--- src/rtl/rvv_backend_alu_p1_arb.sv ---
// -----------------------------------------------------------------------------
// rvv_backend_alu_p1_arb
//
// Merges the uop streams of the two ALU p0 lanes into the single shared p1
// execution stage. Each lane has a 2-entry FIFO. The output register is fed
// from the FIFO heads by a round-robin arbiter. Uops pass through unmodified.
//
// Handshake semantics (all ports): a transfer happens on a rising edge where
// valid && ready are both 1. A producer may assert valid at any time. Once the
// output side asserts p1_uop_valid, it holds p1_uop stable and keeps
// p1_uop_valid high until p1_uop_ready is seen. Every ready this block drives
// comes from registers only, so it has no combinational path from an input.
//
// Ports
//   clk             : clock; all state updates on its rising edge
//   rst             : synchronous active-high reset; has priority over all else
//   alu_uop_valid   : [1:0] per-lane valid from the ALU p0 stages
//   alu_uop         : [2*DATA_W-1:0] per-lane PIPE_DATA_t; lane i in
//                     bits [DATA_W*i +: DATA_W]
//   alu_uop_ready   : [1:0] per-lane ready (lane FIFO not full)
//   trap_flush      : discards every buffered uop at the next edge
//   p1_uop_valid    : output register holds a uop for p1
//   p1_uop          : [DATA_W-1:0] registered uop for p1
//   p1_uop_ready    : p1/ROB accepts p1_uop this cycle
//   perf_stall_cnt  : [63:0] per-lane stall counters, lane i in [32*i +: 32]
//                     (present only when ALU_P1_ARB_PERF_EN is defined)
//
// Configuration macro: ALU_P1_ARB_PERF_EN adds the perf_stall_cnt counters.
// -----------------------------------------------------------------------------
module rvv_backend_alu_p1_arb #(
  parameter int DATA_W = 32
) (
  input  logic                  clk,
  input  logic                  rst,
  input  logic [1:0]            alu_uop_valid,
  input  logic [2*DATA_W-1:0]   alu_uop,
  output logic [1:0]            alu_uop_ready,
  input  logic                  trap_flush,
  output logic                  p1_uop_valid,
  output logic [DATA_W-1:0]     p1_uop,
  input  logic                  p1_uop_ready
`ifdef ALU_P1_ARB_PERF_EN
  ,
  output logic [63:0]           perf_stall_cnt
`endif
);

  // Per-lane FIFO state
  logic [DATA_W-1:0] mem [2][2];
  logic [1:0]        cnt [2];
  logic [1:0]        wr_ptr;
  logic [1:0]        rd_ptr;
  logic              rr_ptr;

  logic [1:0]        enq;
  logic [1:0]        not_empty;
  logic [1:0]        grant;
  logic              load_en;
  logic              gnt_lane;
  logic [DATA_W-1:0] gnt_data;

  // Ready depends only on the registered counts. A full FIFO that is popped
  // this cycle still reports not-ready. The producer retries next cycle.
  always_comb begin
    for (int i = 0; i < 2; i++) begin
      alu_uop_ready[i] = (cnt[i] != 2'd2);
      not_empty[i]     = (cnt[i] != 2'd0);
    end
  end

  assign enq     = alu_uop_valid & alu_uop_ready;
  assign load_en = !p1_uop_valid || p1_uop_ready;

  // Arbitration happens only from FIFO heads, so a new uop is never bypassed
  // straight into the output register.
  always_comb begin
    grant = 2'b00;
    if (load_en) begin
      if (not_empty == 2'b11) begin
        grant = rr_ptr ? 2'b10 : 2'b01;
      end else begin
        grant = not_empty;
      end
    end
  end

  assign gnt_lane = grant[1];
  assign gnt_data = mem[gnt_lane][rd_ptr[gnt_lane]];

  // FIFO storage needs no reset. The counts decide what is valid.
  always_ff @(posedge clk) begin
    if (!rst && !trap_flush) begin
      for (int i = 0; i < 2; i++) begin
        if (enq[i]) begin
          mem[i][wr_ptr[i]] <= alu_uop[DATA_W*i +: DATA_W];
        end
      end
    end
  end

  // Control state. trap_flush empties both FIFOs and the output register but
  // leaves rr_ptr alone, so fairness carries across a flush.
  always_ff @(posedge clk) begin
    if (rst) begin
      for (int i = 0; i < 2; i++) begin
        cnt[i] <= 2'd0;
      end
      wr_ptr       <= 2'b00;
      rd_ptr       <= 2'b00;
      rr_ptr       <= 1'b0;
      p1_uop_valid <= 1'b0;
      p1_uop       <= '0;
    end else if (trap_flush) begin
      for (int i = 0; i < 2; i++) begin
        cnt[i] <= 2'd0;
      end
      wr_ptr       <= 2'b00;
      rd_ptr       <= 2'b00;
      p1_uop_valid <= 1'b0;
    end else begin
      for (int i = 0; i < 2; i++) begin
        cnt[i] <= cnt[i] + {1'b0, enq[i]} - {1'b0, grant[i]};
        if (enq[i]) begin
          wr_ptr[i] <= ~wr_ptr[i];
        end
        if (grant[i]) begin
          rd_ptr[i] <= ~rd_ptr[i];
        end
      end
      if (load_en) begin
        if (grant != 2'b00) begin
          p1_uop       <= gnt_data;
          p1_uop_valid <= 1'b1;
          rr_ptr       <= ~gnt_lane;
        end else begin
          // Nothing to issue: drop valid and keep the stale payload.
          p1_uop_valid <= 1'b0;
        end
      end
    end
  end

`ifdef ALU_P1_ARB_PERF_EN
  // A lane stalls in any cycle where its head is occupied but not granted.
  // This includes cycles where p1 back-pressures the output register. The
  // counters survive trap_flush and clear only on reset.
  logic [31:0] stall_cnt [2];

  always_ff @(posedge clk) begin
    if (rst) begin
      for (int i = 0; i < 2; i++) begin
        stall_cnt[i] <= 32'd0;
      end
    end else begin
      for (int i = 0; i < 2; i++) begin
        if (not_empty[i] && !grant[i] && (stall_cnt[i] != 32'hFFFF_FFFF)) begin
          stall_cnt[i] <= stall_cnt[i] + 32'd1;
        end
      end
    end
  end

  assign perf_stall_cnt = {stall_cnt[1], stall_cnt[0]};
`endif

endmodule

--- config.mk ---
export PLATFORM = sky130hd
export DESIGN_NAME = rvv_backend_alu_p1_arb
export DESIGN_NICKNAME = d
export VERILOG_FILES = /design/src/rtl/rvv_backend_alu_p1_arb.sv
export SDC_FILE = /design/constraint.sdc
export NUM_CORES = 1
export LEC_CHECK = 0
export BUFFER_PORTS_ARGS = -buffer_cell sky130_fd_sc_hd__buf_2
export CAP_MARGIN = 10
export CORE_UTILIZATION = 40
export DETAILED_ROUTE_END_ITERATION = 10
export HOLD_SLACK_MARGIN = 0.05
export PLACE_DENSITY = 0.64
export SYNTH_ARGS = -nofsm -noshare
export SYNTH_HDL_FRONTEND = slang
export SYNTH_SLANG_ARGS = --single-unit
--- constraint.sdc ---
create_clock -name clk -period 8.4 [get_ports clk]
set_clock_uncertainty 0.1 [all_clocks]
set_input_delay 1.68 -clock clk [delete_from_list [all_inputs] [get_ports clk]]
set_output_delay 1.68 -clock clk [all_outputs]
set_load 0.05 [all_outputs]
==> results.ini <==
[run_status]
status=completed

[synth]
synth_mux_area_frac=0.100
syn_area_per_cell_um2=15.9
synth_top_family_by_area=multiplexers
syn_inst=401
synthXorXnorAreaFrac=0.0110
yosys_register_bits=170
synth_top_area_frac=0.622
synth_fa_ha_area_frac=0.00785
synth-simple-area-share=0.0595
ys_seq_area_frac=0.741
ys_warn_count=0
syn_area_um2=6380
yosys.area.top_type=edfxtp_1
synth.area.top_cells=edfxtp_1, dfxtp_1, mux2i_1
ys_types=29
synth_compound_area_frac=0.0579

[cells_and_area]
areaGrowthSynthToFinish_pct=21.0
nets=581
antennaDiodeCount=0
fillers=1307
seq_area_um2=4730
drive_gt1_frac=0.288
multi_input_area_um2=1560
final_cells=731

[min_path]
min_path_type=reg2reg
min_from=p1_uop[5]
hold_depth=1
hold-path-endpoint=p1_uop[5]

[timing]
fmaxAchievable_ghz=0.258
worst_pin_slew_ns=1.11
setup_tns_ns=0
hold_viol=0
setup_violations=0
relSlewSlack=0.261
fin_crit_sh=0.461
final_max_slew_viol_count=0
rsz0062_at_grt=false
min_period_ns=3.87

[floorplanning]
die_w_um=128
num_rows=45
ioPinCount=105
start_util=0.415
die_area_um2=16400
core_area_um2=15400
fp.dieH_um=128

[worst_setup_path]
rr_startpoint=cnt[0][3]
crit_required_ns=8.47
crit_buf_inv=3
r2r-end=cnt[0][3]
crit_chain=buf_2, nand2b_1, o221ai_4, inv_2, ha_1, inv_1, ha_1, xor2_1, xnor2_1, nor2_1
max_stage_delay_ns=0.67
cp_max_fo=35
crit_family=buffers and inverters
cp-end-kind=flip-flop
cp_common_cell=ha_1
r2r_cells=8
cp-start-kind=input pin
cp.depth=10
cp-startpoint=p1_uop_ready
critPathKind=in2reg
critical_path_arrival_ns=3.94
r2r_slack_ns=5.15
worst_path_max_delay_cell=inv_2

[cts]
cts_num_sinks=170
cts_hold_buffers=0
tritoncts=built
clk_pin_slew_ns=0.06
clockBufferDepth=2
htreeDepth=4
post_cts_buffers=0
clk_latency_ns=0.41
root_buffer=clkbuf_16
numCtsBuffers=17
post_cts_resized=0

[global_route]
grt_pass1_wl_mm=19.5
grt_overflow=0
grt.total_usage=0.163
antenna_found_initial=1
grt_start_max_net_pins=36
grt_pass1_vias=3813

[power_and_ir_drop]
vdd_drop_max_mv=0.148
powerDensity_nw_per_um2=255
p_leak_nw=2.80

[drt]
drc=0
vias=3655
firstDrtPassIters=4
finalWirelength_mm=12.4
ant_nets=0
viasPerCell=5.00
wl_per_cell_um=17.0
drtIter0Drc=202

[placement]
dpl.hpwl_mm=7.89
routabilityCongestion=0.745
io_buffers=104
placed_cells=699

[job]
cap_violations=0

==> layout make-up <==
cell class,count,area share
clock inverter,12,0.0191
sequential,170,0.613
tap,211,0.0342
clock buffer,20,0.0592
inverter,5,0.00243
timing repair buffer,106,0.0694
multi-input combinational,207,0.203
==> sequential cells by signal, indices dropped and copies added (netlist names) <==
name	flops
cnt	4
wr_ptr	2
rr_ptr	1
mem	128
p1_uop	32
rd_ptr	2
p1_uop_valid	1
==> cells in the final DEF (no fill, tap or decap), drive strengths merged <==
cell type,count
a211oi,2
a31oi,1
a32o,32
and2,4
and3,2
buf,106
bufinv,3
clkbuf,20
clkinv,7
clkinvlp,1
conb,4
dfxtp,38
edfxtp,132
ha,4
inv,6
mux2i,64
nand2,64
nand2b,3
nor2,11
nor2b,2
nor3,1
nor3b,2
o21a,1
o221ai,1
or2,1
xnor2,6
xor2,2
==> power breakdown <==
group | switching, mW | internal [mW] | total [mW]
logic | 0.138 | 0.0714 | 0.209
clock network | 0.304 | 0.482 | 0.787
registers | 0.0292 | 0.939 | 0.969
total | 0.471 | 1.49 | 1.96
==> per-layer routing <==
metal  vias up  share of wire  global-route usage
met4         2          0.015              0.0678
met1      1824           0.43               0.190
met3        13          0.052              0.0497
met2       102           0.50               0.280
met5         -        0.00097                   0
li1       1714              -                   -
==> cell families (layout without fill, tap and decap cells) <==
kind of cell               count (synthesis)  count (layout)
other                                      1               4
muxes                                     64              64
xor gates and xnor gates                   8               8
AOI/OAI and AO/OA                         37              37
buffers and inverters                     27             143
DFF                                      170             170
adders and majority gates                  4               4
and+or+nand+nor                           90              90
==> through the flow <==
step / setup slack (ns) / utilization / instance area (um^2) / hold slack (ns) / power, mW
after floorplan: 3.26 / - / 6390 / 0.396 / 1.13
after global placement: 4.11 / 0.462 / 7110 / 0.349 / 1.19
after detailed placement: 4.03 / 0.462 / 7110 / 0.353 / 1.20
after CTS: 4.47 / 0.502 / 7710 / 0.367 / 1.98
after global routing: 4.30 / 0.502 / 7710 / 0.387 / 2.03
final: 4.53 / 0.502 / 7710 / 0.365 / 1.96
==> synth_stat cells (all sizes together) <==
cell / n
a211oi: 2
a31oi: 1
a32o: 32
and2: 4
and3: 2
buf: 13
clkbuf: 9
conb: 1
dfxtp: 38
edfxtp: 132
ha: 4
inv: 5
mux2i: 64
nand2: 64
nand2b: 3
nor2: 11
nor2b: 2
nor3: 1
nor3b: 2
o21a: 1
o221ai: 1
or2: 1
xnor2: 6
xor2: 2
==> worst max path at each step <==
stage                     slack, ns    endpoint
after floorplan                3.26  mem[0][32]
after global placement         4.11   cnt[0][3]
after detailed placement       4.03   cnt[0][3]
after CTS                      4.47   cnt[0][3]
after global routing           4.30   cnt[0][3]
final                          4.53   cnt[0][3]
Note: power is estimated with default switching activity, not from simulation.
